$ cat src/rtl/bus_endpoint_pkg.sv
// Shared types and helpers for the bus endpoint and its FIFOs.
// Optional feature macro used by bus_endpoint: BUS_ENDPOINT_ADDR_FILTER_EN.
package bus_endpoint_pkg;

    localparam int unsigned     ID_W         = 8;
    localparam logic [ID_W-1:0] BROADCAST_ID = 8'hFF;
    // Widest packet the destination-ID helper can take.
    localparam int unsigned     PKT_MAX_W    = 256;

    typedef enum logic [1:0] {
        FIFO_EMPTY   = 2'd0,
        FIFO_PARTIAL = 2'd1,
        FIFO_FULL    = 2'd2
    } fifo_state_e;

    // Destination ID is the top ID_W bits of a pkt_w-bit packet.
    function automatic logic [ID_W-1:0] dest_id(input logic [PKT_MAX_W-1:0] pkt,
                                                input int unsigned         pkt_w);
        logic [PKT_MAX_W-1:0] shifted;
        shifted = pkt >> (pkt_w - ID_W);
        return shifted[ID_W-1:0];
    endfunction

endpackage

$ cat src/rtl/endpoint_fifo.sv
// Synchronous first-word-fall-through FIFO with a registered state machine
// (EMPTY/PARTIAL/FULL). rd_data reads as zero while empty. A write on a full
// FIFO is accepted only when a read happens in the same cycle.
module endpoint_fifo
    import bus_endpoint_pkg::*;
#(
    parameter  int unsigned WIDTH = 16,
    parameter  int unsigned DEPTH = 8,
    localparam int unsigned PTR_W = $clog2(DEPTH),
    localparam int unsigned CNT_W = PTR_W + 1
) (
    input  logic             clk,
    input  logic             reset,
    input  logic             wr_en,
    input  logic [WIDTH-1:0] wr_data,
    input  logic             rd_en,
    output logic [WIDTH-1:0] rd_data,
    output logic             empty,
    output logic             full,
    output logic [CNT_W-1:0] count
);

    logic [WIDTH-1:0] mem_q [DEPTH];
    logic [PTR_W-1:0] wptr_q, wptr_d;
    logic [PTR_W-1:0] rptr_q, rptr_d;
    logic [CNT_W-1:0] cnt_q, cnt_d;
    fifo_state_e      state_q;
    logic             empty_q, full_q;
    logic             do_wr, do_rd;

    // Accept decisions and next pointer/count values.
    always_comb begin
        do_rd  = rd_en && !empty_q;
        do_wr  = wr_en && (!full_q || rd_en);
        wptr_d = wptr_q;
        rptr_d = rptr_q;
        cnt_d  = cnt_q;
        if (do_wr) wptr_d = wptr_q + PTR_W'(1);
        if (do_rd) rptr_d = rptr_q + PTR_W'(1);
        if (do_wr && !do_rd)      cnt_d = cnt_q + CNT_W'(1);
        else if (do_rd && !do_wr) cnt_d = cnt_q - CNT_W'(1);
    end

    // Storage array; contents are don't-care while empty since rd_data is gated.
    always_ff @(posedge clk) begin
        if (do_wr) mem_q[wptr_q] <= wr_data;
    end

    // Pointers and occupancy counter.
    always_ff @(posedge clk) begin
        if (!reset) begin
            wptr_q <= '0;
            rptr_q <= '0;
            cnt_q  <= '0;
        end else begin
            wptr_q <= wptr_d;
            rptr_q <= rptr_d;
            cnt_q  <= cnt_d;
        end
    end

    // State machine with registered empty/full flags.
    always_ff @(posedge clk) begin
        if (!reset) begin
            state_q <= FIFO_EMPTY;
            empty_q <= 1'b1;
            full_q  <= 1'b0;
        end else begin
            case (state_q)
                FIFO_EMPTY: begin
                    if (do_wr) begin
                        state_q <= FIFO_PARTIAL;
                        empty_q <= 1'b0;
                    end
                end
                FIFO_PARTIAL: begin
                    if (cnt_d == CNT_W'(DEPTH)) begin
                        state_q <= FIFO_FULL;
                        full_q  <= 1'b1;
                    end else if (cnt_d == '0) begin
                        state_q <= FIFO_EMPTY;
                        empty_q <= 1'b1;
                    end
                end
                FIFO_FULL: begin
                    if (do_rd && !do_wr) begin
                        state_q <= FIFO_PARTIAL;
                        full_q  <= 1'b0;
                    end
                end
                default: begin
                    state_q <= FIFO_EMPTY;
                    empty_q <= 1'b1;
                    full_q  <= 1'b0;
                end
            endcase
        end
    end

    assign rd_data = empty_q ? '0 : mem_q[rptr_q];
    assign empty   = empty_q;
    assign full    = full_q;
    assign count   = cnt_q;

endmodule

$ cat src/rtl/bus_endpoint.sv
// Device-side endpoint for one bus port: a host-loaded TX FIFO drained by the
// bus and an RX FIFO filled by the bus and drained by the host, plus sticky
// error flags and a saturating RX drop counter.
// Define BUS_ENDPOINT_ADDR_FILTER_EN to accept only packets addressed to `id`
// or `broadcast`; mismatches are dropped and counted in drop_cnt.
module bus_endpoint
    import bus_endpoint_pkg::*;
#(
    parameter int unsigned     pckg_sz   = 16,
    parameter int unsigned     depth     = 8,
    parameter logic [ID_W-1:0] id        = 8'd0,
    parameter logic [ID_W-1:0] broadcast = BROADCAST_ID
) (
    input  logic               clk,
    input  logic               reset,
    output logic               pndng,
    output logic [pckg_sz-1:0] D_pop,
    input  logic               pop,
    input  logic               push,
    input  logic [pckg_sz-1:0] D_push,
    input  logic               wr_en,
    input  logic [pckg_sz-1:0] wr_data,
    output logic               tx_full,
    input  logic               rd_en,
    output logic [pckg_sz-1:0] rd_data,
    output logic               rd_valid,
    output logic               tx_ovf,
    output logic               rx_ovf,
    output logic               pop_err,
    output logic [7:0]         drop_cnt
);

    localparam int unsigned CNT_W = $clog2(depth) + 1;

    logic             tx_empty;
    logic             rx_empty, rx_full;
    logic [CNT_W-1:0] tx_count, rx_count;
    logic             rx_cand, filt_drop, ovf_drop;
    logic             tx_ovf_q, rx_ovf_q, pop_err_q;
    logic [7:0]       drop_cnt_q, drop_cnt_d;
    logic             unused_cnt;

    assign unused_cnt = ^{tx_count, rx_count};

`ifdef BUS_ENDPOINT_ADDR_FILTER_EN
    logic [ID_W-1:0] push_dest;
    assign push_dest = dest_id(PKT_MAX_W'(D_push), pckg_sz);
    assign rx_cand   = push && ((push_dest == id) || (push_dest == broadcast));
    assign filt_drop = push && !rx_cand;
`else
    logic unused_filter_cfg;
    assign unused_filter_cfg = ^{id, broadcast};
    assign rx_cand   = push;
    assign filt_drop = 1'b0;
`endif

    // A full RX FIFO still takes a push when the host reads in the same cycle.
    assign ovf_drop = rx_cand && rx_full && !rd_en;

    endpoint_fifo #(
        .WIDTH (pckg_sz),
        .DEPTH (depth)
    ) u_tx_fifo (
        .clk     (clk),
        .reset   (reset),
        .wr_en   (wr_en),
        .wr_data (wr_data),
        .rd_en   (pop),
        .rd_data (D_pop),
        .empty   (tx_empty),
        .full    (tx_full),
        .count   (tx_count)
    );

    endpoint_fifo #(
        .WIDTH (pckg_sz),
        .DEPTH (depth)
    ) u_rx_fifo (
        .clk     (clk),
        .reset   (reset),
        .wr_en   (rx_cand),
        .wr_data (D_push),
        .rd_en   (rd_en),
        .rd_data (rd_data),
        .empty   (rx_empty),
        .full    (rx_full),
        .count   (rx_count)
    );

    // Saturating increment for any dropped RX packet.
    always_comb begin
        drop_cnt_d = drop_cnt_q;
        if ((ovf_drop || filt_drop) && (drop_cnt_q != 8'hFF))
            drop_cnt_d = drop_cnt_q + 8'd1;
    end

    // Sticky error flags and drop counter; cleared only by reset.
    always_ff @(posedge clk) begin
        if (!reset) begin
            tx_ovf_q   <= 1'b0;
            rx_ovf_q   <= 1'b0;
            pop_err_q  <= 1'b0;
            drop_cnt_q <= '0;
        end else begin
            if (wr_en && tx_full && !pop) tx_ovf_q  <= 1'b1;
            if (ovf_drop)                 rx_ovf_q  <= 1'b1;
            if (pop && tx_empty)          pop_err_q <= 1'b1;
            drop_cnt_q <= drop_cnt_d;
        end
    end

    assign pndng    = !tx_empty;
    assign rd_valid = !rx_empty;
    assign tx_ovf   = tx_ovf_q;
    assign rx_ovf   = rx_ovf_q;
    assign pop_err  = pop_err_q;
    assign drop_cnt = drop_cnt_q;

endmodule

$ cat config.mk
export PLATFORM = sky130hd
export DESIGN_NAME = bus_endpoint
export DESIGN_NICKNAME = d
export VERILOG_FILES = /design/src/rtl/bus_endpoint_pkg.sv /design/src/rtl/endpoint_fifo.sv /design/src/rtl/bus_endpoint.sv
export SDC_FILE = /design/constraint.sdc
export NUM_CORES = 1
export LEC_CHECK = 0
export BUFFER_PORTS_ARGS = -buffer_cell sky130_fd_sc_hd__buf_2
export CAP_MARGIN = 40
export CORE_ASPECT_RATIO = 0.9
export CORE_MARGIN = 2
export CORE_UTILIZATION = 54
export DETAILED_ROUTE_END_ITERATION = 12
export PLACE_DENSITY_LB_ADDON = 0.25
export SYNTH_ARGS = -nofsm -noshare
export SYNTH_HDL_FRONTEND = slang
export SYNTH_SLANG_ARGS = --single-unit
$ cat constraint.sdc
create_clock -name clk -period 2.8 [get_ports clk]
set_input_delay 0.14 -clock clk [delete_from_list [all_inputs] [get_ports clk]]
set_output_delay 0.14 -clock clk [all_outputs]
set_load 0.05 [all_outputs]
# == Word level (Yosys, flattened, before mapping) ==
# Memory sizes are Yosys's and may differ from the RTL's. A register that Yosys moved wholly into a read port is not among the register bits.
# Cells that the tools add are included.
# totals
ff_bits,39
mem_bits_rw,256
input_bits,38
out_inout_bits,46
word_cells,124
mem_count,2
# op_classes
addsub,9
eq_ne,19
muxes,38
n_bitwise,4
n_reduce_logical,36
# mem_list
name,depth,width,rd,rd_clocked_by_memory_dff,write_ports,line_no,rtl
u_rx_fifo.mem_q,8,16,1,1,1,endpoint_fifo.sv:23,logic [WIDTH-1:0] mem_q [DEPTH];
u_tx_fifo.mem_q,8,16,1,1,1,endpoint_fifo.sv:23,
# ops
operator,count
$mux W16,2
$mux W2,8
$mux W4,4
$ne A2 B1 Y1 const B,8
$logic_and A1 B1 Y1,14
$mux W1,14
$add A3 B1 Y3 const B,4
$mux W3,4
$pmux W1 S3,4
$pmux W2 S3,2
$reduce_and A3 Y1,4
$logic_not A1 Y1,10
$add A4 B1 Y4 const B,2
$add A8 B1 Y8 const B,1
$eq A4 B4 Y1 const B,2
$logic_not A4 Y1,2
$ne A8 B8 Y1 const B,1
$reduce_and A4 Y1,2
$sub A4 B1 Y4 const B,2
$ne A3 B1 Y1 const B,2
$eq A2 B1 Y1 const B,2
$eq A2 B2 Y1 const B,2
$logic_not A2 Y1,2
$ne A2 B2 Y1 const B,2
2 further kinds,6

# == Depth between registers and ports, before layout ==
# Gate-level depths: netlist of run 1.
# logic_depth
depth_word,11
mapped_depth,7
mapped_depth_nobuf,7

# == Cells and area by module ==
# From an unflattened synthesis of run 1, not the netlist that was laid out.
# hier_totals
hier_cells,679
area_unflattened_um2,12090.3
# by_module_without_submodules
mod,instances,cells_per_inst,area_per_inst_um2,seq_area_each_um2
endpoint_fifo at u_rx_fifo,1,311,5766.8,4184.0
endpoint_fifo at u_tx_fifo,1,305,5745.5,4184.0
bus_endpoint,1,63,578.1,220.2

# == Worst setup path before layout of run 1 ==
# No wires, ideal clock.
# synth_path
path_kind,reg2reg
startpoint,"register u_tx_fifo.full_q, in the netlist u_tx_fifo.full"
endpoint,"memory u_tx_fifo.mem_q[0][0], enable pin"
setup_time_ps,430
t_arrival_ps,2384
required_time_ps,2370
setup_slack_ps,-15
stages_incl_launch_ff,4
n_path_buf,0
synth_period_minus_slack_ps,2815
path_cell_list,dfxtp_1 -> nand2b_1 -> nand2_2 -> nor4_1
# synth_via
elab_chain_len,5
# synth_rtl
item,line_no,rtl
"start, declared",endpoint_fifo.sv:28,"logic empty_q, full_q;"
"start signal, assigned",endpoint_fifo.sv:67,full_q <= 1'b0;
"start signal, assigned",endpoint_fifo.sv:79,full_q <= 1'b1;
"start signal, assigned",endpoint_fifo.sv:88,full_q <= 1'b0;
$logic_not A1 Y1,endpoint_fifo.sv:34,do_wr = wr_en && (!full_q || rd_en);
$logic_or A1 B1 Y1,endpoint_fifo.sv:34,
$logic_and A1 B1 Y1,endpoint_fifo.sv:34,
$mux W1,endpoint_fifo.sv:46,if (do_wr) mem_q[wptr_q] <= wr_data;
$mux W1 (implied by the code),endpoint_fifo.sv:46,
"end, declared",endpoint_fifo.sv:23,
# Every way passes these cells.

==> results of run 1 <==
## state kept, by name (all words and copies together) (netlist names), 3 cells and up, named ones only
name and count:
u_rx_fifo.mem_q 128, u_tx_fifo.mem_q 128, drop_cnt 8, u_rx_fifo.count 4, u_tx_fifo.count 4, u_rx_fifo.rptr_q 3, u_rx_fifo.wptr_q 3, u_tx_fifo.rptr_q 3
u_tx_fifo.wptr_q 3
## worst max path at each step
stage / from / end / slack [ps] / cells after the start
6_report: flop / rd_data[7] / 450 / 5
5_1_grt: flop / rd_data[7] / 340 / 5
4_1_cts: flop / D_pop[5] / 410 / 5
3_5_place_dp: pop / u_tx_fifo.mem_q[6][7] / 860 / 6
3_3_place_gp: pop / u_tx_fifo.mem_q[7][6] / 960 / 6
2_1_floorplan: u_tx_fifo.full / u_tx_fifo.mem_q[2][0] / 120 / 5
## kinds of logic (layout without fill, tap and decap cells)
family	after synthesis	count (layout)	share of synthesized area (%)
xor+xnor	23	23	1.747
other cells	0	1	0
compound gates	35	35	2.385
fa+ha+maj	9	9	0.9413
buf+inv	43	208	1.611
mux	102	102	15.25
flops	301	301	71.79
simple gates	155	155	6.275
## cell type report
type,instances,area share [%]
Antenna cell,1,0.01750
Clock buffer,40,5.943
Clock inverter,16,1.357
Inverter,9,0.2363
Multi-Input combinational cell,324,22.69
Sequential cell,301,60.09
Tap cell,291,2.547
Timing Repair Buffer,143,7.124
## cells in the final DEF (no fill, tap or decap), types with 10 or more instances in the layout
master / instances
edfxtp_1: 256
buf_2: 83
nor2_1: 75
mux4_2: 64
dfxtp_1: 43
mux2i_1: 36
dlygate4sd3_1: 33
clkbuf_16: 31
buf_4: 21
nand2_1: 20
xnor2_1: 12
xor2_1: 10
## metrics by stage
step | setup slack [ps] | hold WS [ps]
6_report | 450.1 | 22.67
5_1_grt | 338.6 | 32.47
4_1_cts | 409.8 | 3.815
3_5_place_dp | 856.7 | 404.8
3_3_place_gp | 964.2 | 396.5
2_1_floorplan | 117.2 | 238.9
## power groups by stage
| stage | Clock [W] | Sequential (W) | Combinational (W) |
|---|---|---|---|
| after floorplan | 0 | 0.00517 | 0.00100 |
| after global placement | 0 | 0.00518 | 0.00131 |
| after detailed placement | 0 | 0.00520 | 0.00135 |
| after CTS | 0.00417 | 0.00510 | 0.00139 |
| after global routing | 0.00438 | 0.00511 | 0.00147 |
| final | 0.00412 | 0.00510 | 0.00137 |
## routing by layer
| layer | part of all wire (%) | vias to the layer above | routed length [um] | track usage (%) |
|---|---|---|---|---|
| met2 | 50 | 158 | 11410 | 33.24 |
| met4 | 1.3 | 0 | 298 | 4.420 |
| met3 | 4.3 | 24 | 993 | 2.802 |
| met5 | 0 | - | 0 | 0 |
| li1 | - | 2897 | - | - |
| met1 | 44 | 3229 | 10140 | 29.13 |
## worst reg2reg max path, delay by kind of cell (launching register included)
family / cells / cell delay, ps
AOI/OAI and AO/OA: 2 / 520
DFF: 1 / 420
muxes: 1 / 320
adders and majority gates: 1 / 310
and+or+nand+nor: 1 / 180
buffers and inverters: 1 / 90
==> results_dict.tcl, run 1 <==
set metrics [dict create \
    io_pins 84 \
    r2r-start "u_tx_fifo.count[1]" \
    initial_core_util_pct 55.14 \
    required_ps 2660 \
    r2r-end "u_tx_fifo.full" \
    fin_util_pct 65.89 \
    reg2reg_slack_ps 860 \
    fill_cells 1446 \
    switching_share_pct 24.10 \
    synth_edf_count 256 \
    p_int_w 0.008032 \
    ys_async_sr_fraction_pct 0 \
    p_total_w 0.01058 \
    hp-start "pop" \
    path_max_fanout 32 \
    post_drt_via_cell_ratio 5.607 \
    synth.top_cell.area_share_pct 64.26 \
    slew-limit-headroom_pct 62.47 \
    rr_worst_depth 6 \
    clockBufferDepth 3 \
    nets 856 \
    wl_per_cell_um 20.30 \
    power.leakage_nw 4.834 \
    clkSinkCount 301 \
    cts_buffers 30 \
    slowest_delay_ps 540 \
    cts_resized 0 \
    crit_chain "buf_12 > mux4_2 > mux2i_1 > nor2_1 > buf_2" \
    drt-total-wl_mm 22.84 \
    cts_tree "built" \
    slew_viol_final 0 \
    htree_levels 1 \
    cp-start-kind "flop" \
    rsz0062_at_grt "false" \
    vdd_drop_max_mv 0.3825 \
    clock-root-buffer "clkbuf_16" \
    setup_violations 0 \
    postCtsSetupRepairBufs 0 \
    hold_viol_final 0 \
    ys_types 57 \
    whs_path_depth 3 \
    ff_latch_area_um2 8591 \
    path_delay_family "multiplexers" \
    dp_hpwl_mm 13.83 \
    yosys.area.top_type "edfxtp_1" \
    grt_pass1_wl_mm 36.27 \
    outcome "finished clean" \
    placedCellCount 1035 \
    drc_errors 0 \
    synth_area_um2 11960 \
    fmax_ghz 0.4256 \
    synth_area_leaders "edfxtp_1 64%, mux4_2 12%, dfxtp_1 7.5%, mux2i_1 3.0%, nor2_1 2.4%" \
    avgSynthCellArea_um2 17.91 \
    worstHoldEndpoint "pop_err" \
    grt_max_degree 33 \
    gp_congestion 0.8210 \
    clockPowerShare_pct 38.9 \
    hold_path.class "input pin to flop" \
    skew_ps 10.23 \
    switching_power_w 0.002551 \
    period_needed_ps 2350 \
    coreArea_um2 21700 \
    synth_flop_cell "edfxtp_1" \
    worstMarginPinSlew_ps 562.3 \
    die_h_um 145.2 \
    power_density_nw_per_um2 740.3 \
    clkTransAtPathRegs_ps 70 \
    p_comb_share_pct 12.9 \
    grt_usage_pct 20.16 \
    cp.arrival_ps 2210 \
    crit_buf_inv 2 \
    finalInstanceArea_um2 14300 \
    yosys_warnings 0 \
    clkLatencyLatePin_ps 540 \
    synth_commonest_cells "256 x edfxtp_1, 75 x nor2_1, 64 x mux4_2, 45 x dfxtp_1, 36 x mux2i_1" \
    worst_path_max_delay_cell "mux4_2" \
    syn2layout_area_growth_pct 19.51 \
    std_cell_rows 51 \
    place_area_um2 12920 \
    drive_above_1_share_pct 29.77 \
    multi_input_area_um2 3243 \
    power_frac_seq_pct 48.2 \
    drv_cap 0 \
    num_vias 6308 \
    path_class "flop to primary output" \
    finalCritPeriodShare_pct 83.92 \
    drtAntennaViolNets 0 \
    end_kind "primary output" \
    synth.yosys.seq_area_share_pct 71.79 \
    portBuffers 83 \
    grt-ovfl-total 0 \
    synth_most_common_cell "edfxtp_1" \
    fin_tns_setup_ps 0 \
    instances_no_fill 1125 \
    die_x_um 160.9 \
    syn-num-nets 715 \
    first_iter_violations 523 \
    synth.ff_latch_count 301 \
    cts_hold_buf 33 \
    synthCells 668 \
    antenna_found_initial 0 \
    grt_pass1_vias 6573 \
    die_area_um2 23360 \
    drtPass1Iterations 5 \
]
(Power assumes the default switching activity.)
==> run 2, diff against run 1 <==
--- a/config.mk
+++ b/config.mk
@@ -5,11 +5,12 @@
 export SDC_FILE = /design/constraint.sdc
 export NUM_CORES = 1
 export LEC_CHECK = 0
+export ABC_AREA = 1
 export BUFFER_PORTS_ARGS = -buffer_cell sky130_fd_sc_hd__buf_2
 export CAP_MARGIN = 40
 export CORE_ASPECT_RATIO = 0.9
 export CORE_MARGIN = 2
-export CORE_UTILIZATION = 54
+export CORE_UTILIZATION = 60
 export DETAILED_ROUTE_END_ITERATION = 12
 export PLACE_DENSITY_LB_ADDON = 0.25
 export SYNTH_ARGS = -nofsm -noshare
==> constraint.sdc (replaced) <==
create_clock -name clk -period 2.4 [get_ports clk]
set_input_delay 0.12 -clock clk [delete_from_list [all_inputs] [get_ports clk]]
set_output_delay 0.12 -clock clk [all_outputs]
set_load 0.05 [all_outputs]
==> run 2 against run 1 <==
Against the previous run:
- utilization rose by 6.6 points
- worst setup slack lost 360 ps
- count of clock-buffer cells in the layout grew 6
- via count is 34% higher
- critical path depth up 1
- critical path type unchanged
==> results_dict.tcl, run 2 <==
set metrics [dict create \
    drtAntennaViolNets 0 \
    instances_no_fill 1470 \
    post_drt_via_cell_ratio 5.741 \
    placedCellCount 1375 \
    antenna_found_initial 0 \
    grt_usage_pct 23.81 \
    drv_cap 0 \
    synthCells 1051 \
    final_common_cell "edfxtp_1" \
    clockBufferDepth 3 \
    clkSinkCount 301 \
    worstMarginPinSlew_ps 622.0 \
    grt_pass1_vias 7982 \
    nets 1238 \
    cp.arrival_ps 2190 \
    die_h_um 138.8 \
    io_pins 84 \
    period_needed_ps 2314 \
    synth_flop_cell "edfxtp_1" \
    grt-ovfl-total 0 \
    synth.top_cell.area_share_pct 63.45 \
    dp_hpwl_mm 14.56 \
    ys_types 33 \
    path_max_fanout 32 \
    cts_buffers 30 \
    clkTransAtPathRegs_ps 60 \
    rsz0062_at_grt "true" \
    p_total_w 0.01307 \
    vdd_drop_max_mv 0.7391 \
    cts_tree "built" \
    setup_violations 0 \
    first_iter_violations 775 \
    slew_viol_final 0 \
    power_density_nw_per_um2 906.9 \
    synth_edf_count 256 \
    required_ps 2280 \
    synth.ff_latch_count 301 \
    fin_hold_ws_ps 34.19 \
    slew-limit-headroom_pct 58.49 \
    synth_commonest_cells "256 x edfxtp_1, 236 x nor2_1, 166 x o21ai_0, 79 x nand2_1, 45 x dfxtp_1" \
    finalInstanceArea_um2 14410 \
    portBuffers 83 \
    cp-start-kind "flop" \
    r2r-start "u_rx_fifo.count[0]" \
    synth_area_leaders "edfxtp_1 63%, dfxtp_1 7.4%, nor2_1 7.3%, o21ai_0 6.9%, nand2_1 2.4%" \
    place_area_um2 12930 \
    skew_ps 5.668 \
    antenna_cells 0 \
    clkLatencyLatePin_ps 540 \
    slowest_delay_ps 470 \
    gp_congestion 0.7846 \
    drive_above_1_share_pct 16.95 \
    syn2layout_area_growth_pct 18.92 \
    synth_area_um2 12120 \
    die_area_um2 21350 \
    path_class "flop to primary output" \
    hp-start "rd_en" \
    std_cell_rows 49 \
    num_vias 8439 \
    initial_core_util_pct 60.99 \
    drt-total-wl_mm 26.01 \
    worst_path_max_delay_cell "dfxtp_2" \
    outcome "finished clean" \
    ys_async_sr_fraction_pct 0 \
    fmax_ghz 0.4322 \
    avgSynthCellArea_um2 11.53 \
    crit_top_cell "o21ai_0" \
    syn-num-nets 1098 \
    htree_levels 1 \
    grt_max_degree 65 \
    end_kind "primary output" \
    clock-root-buffer "clkbuf_16" \
    hold_path.class "input pin to flop" \
    hold_viol_final 0 \
    yosys.area.top_type "edfxtp_1" \
    finalCritPeriodShare_pct 96.41 \
    grt_pass1_wl_mm 40.85 \
    fill_cells 1315 \
    power.leakage_nw 5.251 \
    wl_per_cell_um 17.69 \
    crit_chain "buf_12 > o21ai_0 > o22ai_1 > o21ai_0 > a31oi_1 > buf_2" \
    synth_most_common_cell "edfxtp_1" \
    synth.yosys.seq_area_share_pct 70.89 \
    die_x_um 153.8 \
    drc_errors 0 \
    yosys_warnings 0 \
    layout_common_cells "256 x edfxtp_1, 236 x nor2_1, 165 x o21ai_0" \
    drtPass1Iterations 5 \
    coreArea_um2 19860 \
]
==> run 2: cell count changes after synthesis, moves of 26 or more <==
cell,previous run,this run
a31oi_1,2,33
inv_1,9,35
mux2i_1,36,0
mux4_2,64,0
nand2_1,20,79
nor2_1,75,236
o21ai_0,5,166
o22ai_1,0,32
==> run 2: routing by layer <==
layer	wire (um)	vias to the layer above	GRT usage, %	part of all wire (%)
met5	0	-	0	0
met4	540	0	7.291	2.1
met3	1874	47	3.344	7.2
met2	12380	331	38.43	48
met1	11220	4029	34.20	43
li1	-	4032	-	-
==> run 2: final cells by class <==
type / instances / area (um2) / area share [%]
Clock buffer: 46 / 904.6 / 6.279
Clock inverter: 10 / 108.9 / 0.7555
Inverter: 46 / 183.9 / 1.277
Multi-Input combinational cell: 653 / 3156 / 21.90
Sequential cell: 301 / 8591 / 59.63
Tap cell: 255 / 319.1 / 2.214
Timing Repair Buffer: 159 / 1145 / 7.946
==> run 2: worst max-delay path, delay by kind of cell (launching register included) <==
| kind | cells | cell delay (ps) |
|---|---|---|
| buffers and inverters | 2 | 540 |
| AO/OA/AOI/OAI | 4 | 620 |
| flip-flops | 1 | 470 |
==> run 2: what timing repair did <==
action	in CTS	in global routing
setup endpoints to repair	17	21
gates resized for setup	4	18
hold buffers	36	0
endpoints found under the hold margin	267	0
pin swaps	0	0
setup buffers	0	2
gates cloned	0	1
==> run 2: per-stage QoR <==
stage / setup TNS (ps) / util (%) / setup WS [ps]
finish: 0 / 72.53 / 86.17
detailed placement: 0 / 65.10 / 448.7
floorplan: 0 / - / 185.0
global route: -13.69 / 72.53 / -13.69
global placement: 0 / 65.10 / 476.3
CTS: 0 / 72.08 / 1.458
==> run 2: path summary, 6_finish.rpt <==
path / to / slack, ps / depth (start not counted)
max reg2reg: u_rx_fifo.empty / 630 / 11
min reg2reg: u_rx_fifo.full / 470 / 2
min: u_rx_fifo.count[1] / 30 / 4
max: rd_data[5] / 90 / 6
==> run 2: cells by family (layout without fill, tap and decap cells) <==
logic type	count (synthesis)	after routing	share of synthesized area, %
compound gates	268	268	12.05
xor+xnor	10	10	0.7230
buf+inv	97	261	3.067
fa+ha+maj	9	9	0.9295
flops	301	301	70.89
simple gates	366	366	12.34
==> run 2: power breakdown <==
part | total, W | internal (W) | leakage (nW) | switching, W
clock network | 0.00469 | 0.00281 | 0.493 | 0.00188
registers | 0.00598 | 0.00587 | 2.69 | 0.000109
logic | 0.00240 | 0.000710 | 2.07 | 0.00169
total | 0.0131 | 0.00940 | 5.25 | 0.00367
